**config.mk**
```make
export PLATFORM = sky130hd
export DESIGN_NAME = mips_multicycle_ctrl
export DESIGN_NICKNAME = d
export VERILOG_FILES = /design/src/rtl/mips_pkg.sv /design/src/rtl/mips_multicycle_ctrl_aludec.sv /design/src/rtl/mips_multicycle_ctrl.sv
export SDC_FILE = /design/constraint.sdc
export NUM_CORES = 1
export LEC_CHECK = 0
export CAP_MARGIN = 20
export CORE_MARGIN = 2
export CORE_UTILIZATION = 25
export CTS_CLUSTER_SIZE = 16
export DETAILED_ROUTE_END_ITERATION = 10
export REMOVE_ABC_BUFFERS = 1
export SYNTH_ARGS = -nofsm -noshare
export SYNTH_HDL_FRONTEND = slang
export SYNTH_HIERARCHICAL = 1
export SYNTH_SLANG_ARGS = --single-unit
```
**constraint.sdc**
```tcl
create_clock -name clk -period 6.65 [get_ports clk]
set_input_delay 1.33 -clock clk [delete_from_list [all_inputs] [get_ports clk]]
set_output_delay 1.33 -clock clk [all_outputs]
set_load 0.02 [all_outputs]
```
**src/rtl/mips_pkg.sv**
```systemverilog
// Shared encodings for the multicycle MIPS control unit: opcodes, functs,
// FSM state encodings and ALU control codes.
package mips_pkg;

  // Opcodes (instr[31:26])
  localparam logic [5:0] OP_RTYPE = 6'b000000;
  localparam logic [5:0] OP_LW    = 6'b100011;
  localparam logic [5:0] OP_SW    = 6'b101011;
  localparam logic [5:0] OP_BEQ   = 6'b000100;
  localparam logic [5:0] OP_ADDI  = 6'b001000;
  localparam logic [5:0] OP_J     = 6'b000010;

  // R-type functs (instr[5:0])
  localparam logic [5:0] F_ADD = 6'b100000;
  localparam logic [5:0] F_SUB = 6'b100010;
  localparam logic [5:0] F_AND = 6'b100100;
  localparam logic [5:0] F_OR  = 6'b100101;
  localparam logic [5:0] F_SLT = 6'b101010;

  typedef enum logic [3:0] {
    FETCH   = 4'd0,
    DECODE  = 4'd1,
    MEMADR  = 4'd2,
    MEMRD   = 4'd3,
    MEMWB   = 4'd4,
    MEMWR   = 4'd5,
    RTYPEEX = 4'd6,
    RTYPEWB = 4'd7,
    BEQEX   = 4'd8,
    ADDIEX  = 4'd9,
    ADDIWB  = 4'd10,
    JEX     = 4'd11
  } statetype;

  typedef logic [1:0] aluop_t;

  localparam aluop_t ALUOP_ADD   = 2'b00;
  localparam aluop_t ALUOP_SUB   = 2'b01;
  localparam aluop_t ALUOP_FUNCT = 2'b10;

  // ALU control codes
  localparam logic [2:0] ALU_ADD = 3'b010;
  localparam logic [2:0] ALU_SUB = 3'b110;
  localparam logic [2:0] ALU_AND = 3'b000;
  localparam logic [2:0] ALU_OR  = 3'b001;
  localparam logic [2:0] ALU_SLT = 3'b111;

endpackage

```
**src/rtl/mips_multicycle_ctrl_aludec.sv**
```systemverilog
// ALU decoder: maps the FSM's aluop and the instruction funct field to the
// 3-bit ALU function code.
module aludec
  import mips_pkg::*;
(
  input  aluop_t     aluop,
  input  logic [5:0] funct,
  output logic [2:0] alucontrol
);

  // Fixed add/sub for address and branch math; funct decode for R-type
  always_comb begin
    alucontrol = ALU_ADD;
    case (aluop)
      ALUOP_ADD: alucontrol = ALU_ADD;
      ALUOP_SUB: alucontrol = ALU_SUB;
      default: begin
        case (funct)
          F_ADD:   alucontrol = ALU_ADD;
          F_SUB:   alucontrol = ALU_SUB;
          F_AND:   alucontrol = ALU_AND;
          F_OR:    alucontrol = ALU_OR;
          F_SLT:   alucontrol = ALU_SLT;
          default: alucontrol = ALU_ADD;
        endcase
      end
    endcase
  end

endmodule

```
**src/rtl/mips_multicycle_ctrl.sv**
```systemverilog
// Multicycle MIPS control FSM: sequences the shared datapath through
// fetch/decode/execute/memory/writeback, stalling on mem_ready in the
// memory-access states.
module mips_multicycle_ctrl
  import mips_pkg::*;
(
  input  logic       clk,
  input  logic       reset,
  input  logic [5:0] op,
  input  logic [5:0] funct,
  input  logic       zero,
  input  logic       mem_ready,
  output logic       iord,
  output logic       memwrite,
  output logic       irwrite,
  output logic       pcen,
  output logic [1:0] pcsrc,
  output logic       alusrca,
  output logic [1:0] alusrcb,
  output logic       regdst,
  output logic       memtoreg,
  output logic       regwrite,
  output logic [2:0] alucontrol,
  output logic       illegal_op,
  output logic [3:0] state_dbg
);

  statetype r_state;
  statetype w_cur;
  statetype w_next;
  aluop_t   w_aluop;
  logic     w_pcwrite;
  logic     w_branch;
  logic     w_irwrite;
  logic     w_memwrite;
  logic     w_regwrite;

  // State register; reset returns to FETCH, aborting any instruction in flight
  always_ff @(posedge clk) begin
    if (!reset) r_state <= FETCH;
    else        r_state <= w_next;
  end

  // While reset is low, decode as FETCH so every output shows its reset value
  // from the first cycle, even before the register has been cleared.
  always_comb begin
    w_cur = reset ? r_state : FETCH;
  end

  // Next-state and Moore output decode
  always_comb begin
    w_next     = FETCH;
    w_aluop    = ALUOP_ADD;
    w_pcwrite  = 1'b0;
    w_branch   = 1'b0;
    w_irwrite  = 1'b0;
    w_memwrite = 1'b0;
    w_regwrite = 1'b0;
    iord       = 1'b0;
    pcsrc      = 2'b00;
    alusrca    = 1'b0;
    alusrcb    = 2'b00;
    regdst     = 1'b0;
    memtoreg   = 1'b0;
    illegal_op = 1'b0;
    case (w_cur)
      FETCH: begin
        alusrcb   = 2'b01;
        w_irwrite = mem_ready;
        w_pcwrite = mem_ready;
        w_next    = mem_ready ? DECODE : FETCH;
      end
      DECODE: begin
        alusrcb = 2'b11;
        case (op)
          OP_LW, OP_SW: w_next = MEMADR;
          OP_RTYPE:     w_next = RTYPEEX;
          OP_BEQ:       w_next = BEQEX;
          OP_ADDI:      w_next = ADDIEX;
          OP_J:         w_next = JEX;
          default: begin
            w_next     = FETCH;
            illegal_op = 1'b1;
          end
        endcase
      end
      MEMADR: begin
        alusrca = 1'b1;
        alusrcb = 2'b10;
        w_next  = (op == OP_SW) ? MEMWR : MEMRD;
      end
      MEMRD: begin
        iord   = 1'b1;
        w_next = mem_ready ? MEMWB : MEMRD;
      end
      MEMWB: begin
        memtoreg   = 1'b1;
        w_regwrite = 1'b1;
      end
      MEMWR: begin
        iord       = 1'b1;
        w_memwrite = 1'b1;
        w_next     = mem_ready ? FETCH : MEMWR;
      end
      RTYPEEX: begin
        alusrca = 1'b1;
        w_aluop = ALUOP_FUNCT;
        w_next  = RTYPEWB;
      end
      RTYPEWB: begin
        regdst     = 1'b1;
        w_regwrite = 1'b1;
      end
      BEQEX: begin
        alusrca  = 1'b1;
        w_aluop  = ALUOP_SUB;
        pcsrc    = 2'b01;
        w_branch = 1'b1;
      end
      ADDIEX: begin
        alusrca = 1'b1;
        alusrcb = 2'b10;
        w_next  = ADDIWB;
      end
      ADDIWB: begin
        w_regwrite = 1'b1;
      end
      JEX: begin
        pcsrc     = 2'b10;
        w_pcwrite = 1'b1;
      end
      default: w_next = FETCH;
    endcase
  end

  // Write enables are forced off while reset is low
  assign irwrite   = w_irwrite  & reset;
  assign memwrite  = w_memwrite & reset;
  assign regwrite  = w_regwrite & reset;
  assign pcen      = (w_pcwrite | (w_branch & zero)) & reset;
  assign state_dbg = w_cur;

  aludec u_aludec (
    .aluop      (w_aluop),
    .funct      (funct),
    .alucontrol (alucontrol)
  );

endmodule

```
# ---- Yosys cells after proc, flatten, opt, wreduce, memory -nomap -nowiden
# Index checks and enable logic that the tools add are counted.
dict set report word_totals {
  ff_bits 4
  output_inout_bits 20
}
dict set report classes {
  n_eq_ne 21
  muxes 23
  bitwise_logic 6
  n_reduce_logical 9
}
# operator count
set op_table {}
lappend op_table {{$eq A6 B6 Y1 const B} 6}
lappend op_table {{$pmux W4 S7} 1}
lappend op_table {{$pmux W4 S5} 1}
lappend op_table {{$eq A4 B3 Y1 const B} 4}
lappend op_table {{$eq A4 B4 Y1 const B} 4}
lappend op_table {{$pmux W3 S4} 1}
lappend op_table {{$mux W1} 11}
lappend op_table {{$mux W3} 3}
lappend op_table {{$eq A4 B2 Y1 const B} 2}
lappend op_table {{$pmux W2 S2} 2}
lappend op_table {{$eq A6 B2 Y1 const B} 1}
lappend op_table {{$eq A6 B3 Y1 const B} 1}
lappend op_table {{$eq A6 B4 Y1 const B} 1}
lappend op_table {{$logic_not A6 Y1} 1}
lappend op_table {{$pmux W2 S3} 1}
lappend op_table {{$pmux W3 S2} 1}
lappend op_table {{$reduce_or A2 Y1} 3}
lappend op_table {{$reduce_or A6 Y1} 1}
lappend op_table {{$and A1 B1 Y1} 5}
lappend op_table {{$eq A4 B1 Y1 const B} 1}
lappend op_table {{$logic_not A4 Y1} 1}
lappend op_table {{$mux W4} 1}
lappend op_table {{$reduce_or A4 Y1} 1}
lappend op_table {{$reduce_or A3 Y1} 1}
lappend op_table {{4 further kinds} 4}

# ---- Depth between registers and ports, before layout
# Gate-level depths: netlist of run 1.
dict set report logic_depth {
  ltp_word 6
  ltp_mapped 6
  mapped_depth_nobuf 4
}

# ---- Cells and area by module
# The synthesis of run 1 kept the hierarchy.
# module n_inst cells_per_inst area_each_um2 seq_area_each_um2
set by_module_without_submodules {}
lappend by_module_without_submodules {mips_multicycle_ctrl 1 86 589.3 80.1}
lappend by_module_without_submodules {aludec 1 8 63.8 0.0}

# ---- Worst setup path before layout of run 1
# Ideal clock, no wire load.
dict set report synth_timing {
  path_type {in2out}
  startpoint {input port reset}
  endpoint {output port alucontrol[1]}
  arrival_ns 2.981
  t_required_ns 5.320
  path_slack_ns 2.339
  cell_stages 6
  n_path_buf 2
  cell_sequence {buf_2 -> and2_1 -> clkbuf_1 -> nor4b_1 -> nand3b_1 -> or4b_1}
}
dict set report synth_between {
  elab_chain_cells 5
}
# item line
set synth_rtl {}
lappend synth_rtl {{start, declared} mips_multicycle_ctrl.sv:8} ;# input logic reset,
lappend synth_rtl {{$mux W4 (*)} mips_multicycle_ctrl.sv:47} ;# w_cur = reset ? r_state : FETCH;
lappend synth_rtl {{named net state_dbg[1]} mips_multicycle_ctrl.sv:25} ;# output logic [3:0] state_dbg
lappend synth_rtl {{$eq A4 B4 Y1 or $eq A4 B3 Y1 (tied branches)} mips_multicycle_ctrl.sv:66} ;# case (w_cur)
lappend synth_rtl {{$pmux W2 S2 (*)} mips_multicycle_ctrl.sv:66}
lappend synth_rtl {{named net w_aluop[1]} mips_multicycle_ctrl.sv:31} ;# aluop_t w_aluop;
lappend synth_rtl {{$eq A2 B1 Y1 or $logic_not A2 Y1 (tied branches)} mips_multicycle_ctrl_aludec.sv:14} ;# case (aluop)
lappend synth_rtl {{$pmux W3 S2 (*)} mips_multicycle_ctrl_aludec.sv:14}
lappend synth_rtl {{end, declared} mips_multicycle_ctrl.sv:23} ;# output logic [2:0] alucontrol,
# The timed path passes the listed nets; every way through them passes the cells marked *.

# ---- Worst setup path in the final report of run 1
dict set report layout_timing {
  startpoint {input port reset}
  endpoint {output port alucontrol[1]}
}
dict set report layout_between {
  elab_chain_cells 5
}
# item line
set layout_rtl {}
lappend layout_rtl {{$mux W4 (*)} mips_multicycle_ctrl.sv:47}
lappend layout_rtl {{$eq A4 B4 Y1 or $eq A4 B3 Y1 (tied branches)} mips_multicycle_ctrl.sv:66}
lappend layout_rtl {{$pmux W2 S2 (*)} mips_multicycle_ctrl.sv:66}
lappend layout_rtl {{named net w_aluop[1]} mips_multicycle_ctrl.sv:31}
lappend layout_rtl {{$eq A2 B1 Y1 or $logic_not A2 Y1 (tied branches)} mips_multicycle_ctrl_aludec.sv:14}
lappend layout_rtl {{$pmux W3 S2 (*)} mips_multicycle_ctrl_aludec.sv:14}
# Marks and branches as above.

==> qor.csv, run 1 <==
metric,value,unit
Wirelength per Cell,13.0,µm
Worst Path Required,5.32,ns
vias in the first global route,722,
Global Route Usage Sum,13.9,%
initial antenna violation count,0,
setup TNS,0,ns
worst flop-to-flop path startpoint,r_state[2]$_SDFF_PN0_,
# fillers,276,
"Most flops, register",r_state,
wire length of the first global-routing pass,3090,µm
unrepaired setup endpoints after global routing,false,
Pint,61.7,µW
critical path class,input pin to primary output,
largest family of logic cells by synthesized area,simple AND/OR/NAND/NOR gates,
HP Class,flop to flop,
H-tree depth,1,
Avg Inst Size Synth,6.95,µm²
register area share after synthesis,12.3,%
synth warn,6,
CTS Buffer Depth,2,
area grow syn2layout,55.7,%
Sink Count,4,
Clock Root Buffer,clkbuf_4,
"Setup violations, final",0,
Post-Synth Adder-Cell Area,0,%
multi-input logic area,500,µm²
slew margin rel.,53.1,%
cells after synthesis,94,
MaxCap Viol Count,0,
Synth Cell Area,653,µm²
XOR/XNOR Fraction of Synth Area,4.02,%
Peak supply drop,0.0000378,V
reg2reg end,r_state[2]$_SDFF_PN0_,
Sequential cell area,80.1,µm²
diode count,0,
status,"complete, no violations",
Total Power,86.7,µW
post-CTS resize count,0,
worst-margin pin slew,0.702,ns
synthesized flop and latch total,4,
share of cells above drive strength 1,5.65,%
CTS buffer count,3,
Netlist cell types,43,
crit path from,reset,
largest net degree at the start of global routing,20,
Crit Path Max Fanout,11,
Largest regs,r_state (4),
R2R Setup Slk,5.12,ns
NetSw,25.0,µW
PD cells,85.3,nW/µm²
CP Capture Point,alucontrol[1],
via count,818,
post-synthesis mux area share,1.53,%
fin crit share,78.0,%
hold_buf cts,0,
"Hold Violations, Final",0,
simple-gate share of the synthesized area,49.8,%
Die X,55.1,µm
Leakage,0.346,nW
nets,142,
Seq pwr share,30.7,%
Synth Area in Compound Gates,21.3,%
maximum clock rate,193,MHz
num rows,18,
WHS,0.756,ns
RD Place Congestion,0.730,
Initial DRT Pass Iterations,4,
Largest register FFs,4,
Logic pwr share,35.5,%
drt drc,0,
die height,55.1,µm
initial core utilization,26.4,%
CTS tree,yes,
clk_lat worst skew,0.23,ns
Starting DRT DRC Count,6,
residual antenna-violating net count after detailed routing,0,
vias per inst,5.31,
crit path DAT,3.86,ns
clock skew,0.000970,ns
IO Port Bufs,35,
Worst Setup End Kind,primary output,
clock share of power,33.8,%
post-CTS setup buffers,0,
Final Slew Violations,0,
Startpoint Class,input pin,
"Clk pin slew, worst setup/hold paths",0.04,ns
hpwl dp,1620,µm
# IOs,36,
r2r worst-path depth,4,
sw frac,28.9,%
die area,3040,µm²
Core ar.,2480,µm²
minimum clock period,5.19,ns
gr ovfl total,0,
"wirelength, routed",2000,µm
## cell usage after synthesis (all sizes together)
library cell,count,area share [%]
nand2b,2,1.9
clkbuf,2,1.1
mux2i,1,1.5
nor3b,2,3.1
and4,1,1.3
xor2,2,2.7
nand2,7,4.0
nand3b,2,2.3
dfxtp,4,12
nor3,7,5.4
nor2b,1,0.96
o21ai,7,5.4
a21oi,4,3.1
and3b,1,1.3
xnor2,1,1.3
or4b,1,1.5
and3,1,0.96
nand4bb,2,3.4
a2bb2oi,1,1.3
o31ai,1,1.1
a2111oi,1,2.3
nand4,1,0.96
and2,2,1.9
a31oi,2,1.9
nor4b,3,6.3
o2bb2a,1,1.5
nand3,1,0.77
o211ai,1,1.1
o22ai,1,0.96
buf,6,5.9
nor2,7,4.0
or2b,1,1.1
o311ai,1,1.3
o21a,1,1.1
or3b,2,2.7
nor4,6,5.7
inv,7,4.0
## cell usage in the layout, fill, tap and decap left out, types with 2 or more instances in the layout
cell	instances
o21ai_0	6
nand2b_1	2
inv_1	7
a31oi_1	2
nor3_1	7
nand2_1	7
a21oi_1	4
clkbuf_4	3
nor4b_1	2
dfxtp_1	4
and2_1	2
nand3b_1	2
nor2_1	7
xor2_1	2
clkdlybuf4s50_1	35
nand4bb_1	2
nor4_1	6
## cell type report
cell class	instances	share of cell area, %
clock buffers	3	2.21
inverters	7	2.58
multi-input cells	75	49.2
flip-flops and latches	4	7.87
well taps	30	3.69
repair buffers	35	34.4
## through the flow
step / util, % / cells / setup slack, ns / instance area [µm²]
floorplan: - / 86 / 2.63 / 607
global placement: 40.2 / 151 / 1.53 / 995
detailed placement: 40.2 / 151 / 1.46 / 995
CTS: 41.1 / 154 / 1.46 / 1020
global route: 41.1 / 154 / 1.25 / 1020
finish: 41.1 / 154 / 1.46 / 1020
## worst max-delay path, cell delays in order
cell,delay (ns)
clkdlybuf4s50_1,0.65
and2_1,0.28
nor4b_1,0.37
nand3b_1,0.18
or4b_1,0.50
clkdlybuf4s50_1,0.55
## power groups by stage
stage / Combinational, mW / Clock (mW) / Sequential, mW
floorplan: 0.0129 / 0 / 0.0263
global placement: 0.0305 / 0 / 0.0268
detailed placement: 0.0309 / 0 / 0.0269
CTS: 0.0310 / 0.0309 / 0.0265
global route: 0.0335 / 0.0331 / 0.0267
finish: 0.0308 / 0.0293 / 0.0266
## worst min-delay path by stage
stage / start / endpoint / slack (ns) / depth (start not counted)
floorplan: r_state[0]$_SDFF_PN0_ / r_state[3]$_SDFF_PN0_ / 0.63 / 2
global placement: r_state[0]$_SDFF_PN0_ / r_state[3]$_SDFF_PN0_ / 0.74 / 2
detailed placement: r_state[0]$_SDFF_PN0_ / r_state[3]$_SDFF_PN0_ / 0.74 / 2
CTS: r_state[0]$_SDFF_PN0_ / r_state[3]$_SDFF_PN0_ / 0.75 / 2
global route: r_state[1]$_SDFF_PN0_ / r_state[3]$_SDFF_PN0_ / 0.80 / 1
finish: r_state[1]$_SDFF_PN0_ / r_state[3]$_SDFF_PN0_ / 0.76 / 1
## metal layers
metal	wire, µm	global-route usage (%)	share of wire (%)	vias to the layer above
li1	-	-	-	412
met1	963	18.2	48	386
met2	955	22.2	48	16
met3	44	1.88	2.2	4
met4	36	6.91	1.8	0
met5	0	0	0	-
## logic make-up after synthesis
family	Yosys count
simple gates	50
compound gates	21
buf+inv	15
flops	4
xor+xnor	3
mux	1
No activity file was read; power rests on OpenSTA's default activity.
==> inputs of run 2 (changes only) <==
- clock period: 6.65 -> 4.2 ns (I/O delays scaled with it)
==> qor.csv, run 2 (synthesis results as in run 1) <==
metric,value,unit,change
minimum clock period,3.89,ns,
clock skew,0.00184,ns,+0.000868 ns
Logic pwr share,34.9,%,-0.6 points
slowest CP cell,clkdlybuf4s50_1,,
# IOs,36,,unchanged
CTS tree,yes,,
hold_buf cts,0,,unchanged
"most common cell after layout, fill and taps aside",clkdlybuf4s50_1,,
MaxCap Viol Count,0,,unchanged
Die X,55.1,µm,unchanged
Global Route Usage Sum,14.3,%,+0.38 points
drt drc,0,,unchanged
vias in the first global route,728,,+0.83%
Clock Root Buffer,clkbuf_4,,
CTS Buffer Depth,2,,unchanged
fin crit share,92.6,%,
Seq pwr share,29.6,%,-1.1 points
"Setup violations, final",0,,unchanged
H-tree depth,1,,unchanged
CP most frequent cell,clkdlybuf4s50_1,,
Core ar.,2480,µm²,unchanged
critical path class,input pin to primary output,,
HP Class,flop to flop,,
gr ovfl total,0,,unchanged
IO Port Bufs,35,,unchanged
largest stage delay on the critical path,0.55,ns,-0.10 ns
"Most flops, register",r_state,,
CTS buffer count,3,,unchanged
Final Slew Violations,0,,unchanged
status,"complete, no violations",,
post-CTS setup buffers,0,,unchanged
PD cells,136,nW/µm²,+59%
Worst Setup End Kind,primary output,,
NetSw,43.4,µW,+73%
num rows,18,,unchanged
Peak supply drop,0.0000960,V,+150%
Total Power,142,µW,+64%
Critical path buffers and inverters,2,,unchanged
hpwl dp,1610,µm,-0.23%
Crit Path Max Fanout,5,,-6
Wirelength per Cell,12.7,µm,-1.8%
Pint,98.6,µW,+60%
crit path DAT,3.05,ns,-0.81 ns
diode count,0,,unchanged
initial antenna violation count,0,,unchanged
via count,804,,-1.7%
die height,55.1,µm,unchanged
clock share of power,35.5,%,+1.7 points
"Critical Path, Cell by Cell","clkdlybuf4s50_1, nand2_1, nor4b_2, nand3b_1, or4b_1, clkdlybuf4s50_1",,
"wirelength, routed",2000,µm,+0.10%
worst-margin pin slew,0.511,ns,-0.192 ns
Starting DRT DRC Count,11,,+5
Startpoint Class,input pin,,
nets,145,,+2.1%
Largest register FFs,4,,unchanged
residual antenna-violating net count after detailed routing,0,,unchanged
Leakage,0.362,nW,+4.6%
most frequent cells in the layout,"clkdlybuf4s50_1 (35), nand2_1 (7), inv_1 (7), nor3_1 (7), nor2_1 (7)",,
Initial DRT Pass Iterations,4,,unchanged
Sink Count,4,,unchanged
die area,3040,µm²,unchanged
largest net degree at the start of global routing,19,,-5.0%
initial core utilization,26.4,%,unchanged
"Clk pin slew, worst setup/hold paths",0.04,ns,about the same
slew margin rel.,65.9,%,+13 points
unrepaired setup endpoints after global routing,false,,
Worst Path Required,3.36,ns,-1.96 ns
Largest regs,r_state (4),,
wire length of the first global-routing pass,3110,µm,+0.65%
setup TNS,0,ns,unchanged
cell family with most CP delay,simple AND/OR/NAND/NOR gates,,
area grow syn2layout,60.2,%,
"Hold Violations, Final",0,,unchanged
clk_lat worst skew,0.24,ns,about the same
vias per inst,5.12,,-3.6%
post-CTS resize count,0,,unchanged
RD Place Congestion,0.775,,+6.1%
maximum clock rate,257,MHz,
share of cells above drive strength 1,8.66,%,+3.0 points
sw frac,30.5,%,+1.7 points
==> run 2: layout make-up <==
class | instances | area (µm²)
multi-input combinational | 75 | 507
sequential | 4 | 80.1
tap | 30 | 37.5
clock buffer | 3 | 22.5
timing repair buffer | 38 | 373
inverter | 7 | 26.3
fill | 267 | 1430
==> run 2: final timing paths <==
| check | from | to | slack (ns) | cells after the start |
|---|---|---|---|---|
| worst max register to register | r_state[0]$_SDFF_PN0_ | r_state[1]$_SDFF_PN0_ | 2.71 | 4 |
| worst max-delay path | reset | alucontrol[1] | 0.31 | 6 |
| worst min-delay path | r_state[2]$_SDFF_PN0_ | r_state[3]$_SDFF_PN0_ | 0.73 | 2 |
| worst min register to register | r_state[2]$_SDFF_PN0_ | r_state[3]$_SDFF_PN0_ | 0.73 | 2 |
==> run 2: routing by layer <==
layer	wire length, µm	vias up	track usage, %
li1	-	419	-
met4	34	0	5.69
met2	950	18	20.8
met3	85	4	5.11
met5	0	-	0
met1	931	363	19.0
==> run 2: worst min-delay path: cells and delay by family (launching register included) <==
kind            cells  cell delay, ns
compound gates      1            0.07
buf+inv             1            0.25
flops               1            0.36
==> run 2: metrics by stage <==
step	cell area (µm²)	setup slack (ns)	util (%)	hold WS [ns]	instances
after floorplan	607	1.16	-	0.630	86
after global placement	1020	0.252	41.1	0.710	154
after detailed placement	1020	0.173	41.1	0.714	154
after CTS	1040	0.162	42.0	0.719	157
after global routing	1050	0.177	42.2	0.753	157
final	1050	0.310	42.2	0.730	157
==> run 2: power by group through the flow <==
stage,Clock [mW],Sequential (mW),Combinational [mW]
5_1_grt,0.0571,0.0423,0.0534
4_1_cts,0.0534,0.0419,0.0499
3_5_place_dp,0,0.0425,0.0496
3_3_place_gp,0,0.0424,0.0491
2_1_floorplan,0,0.0417,0.0204
6_report,0.0505,0.0420,0.0496
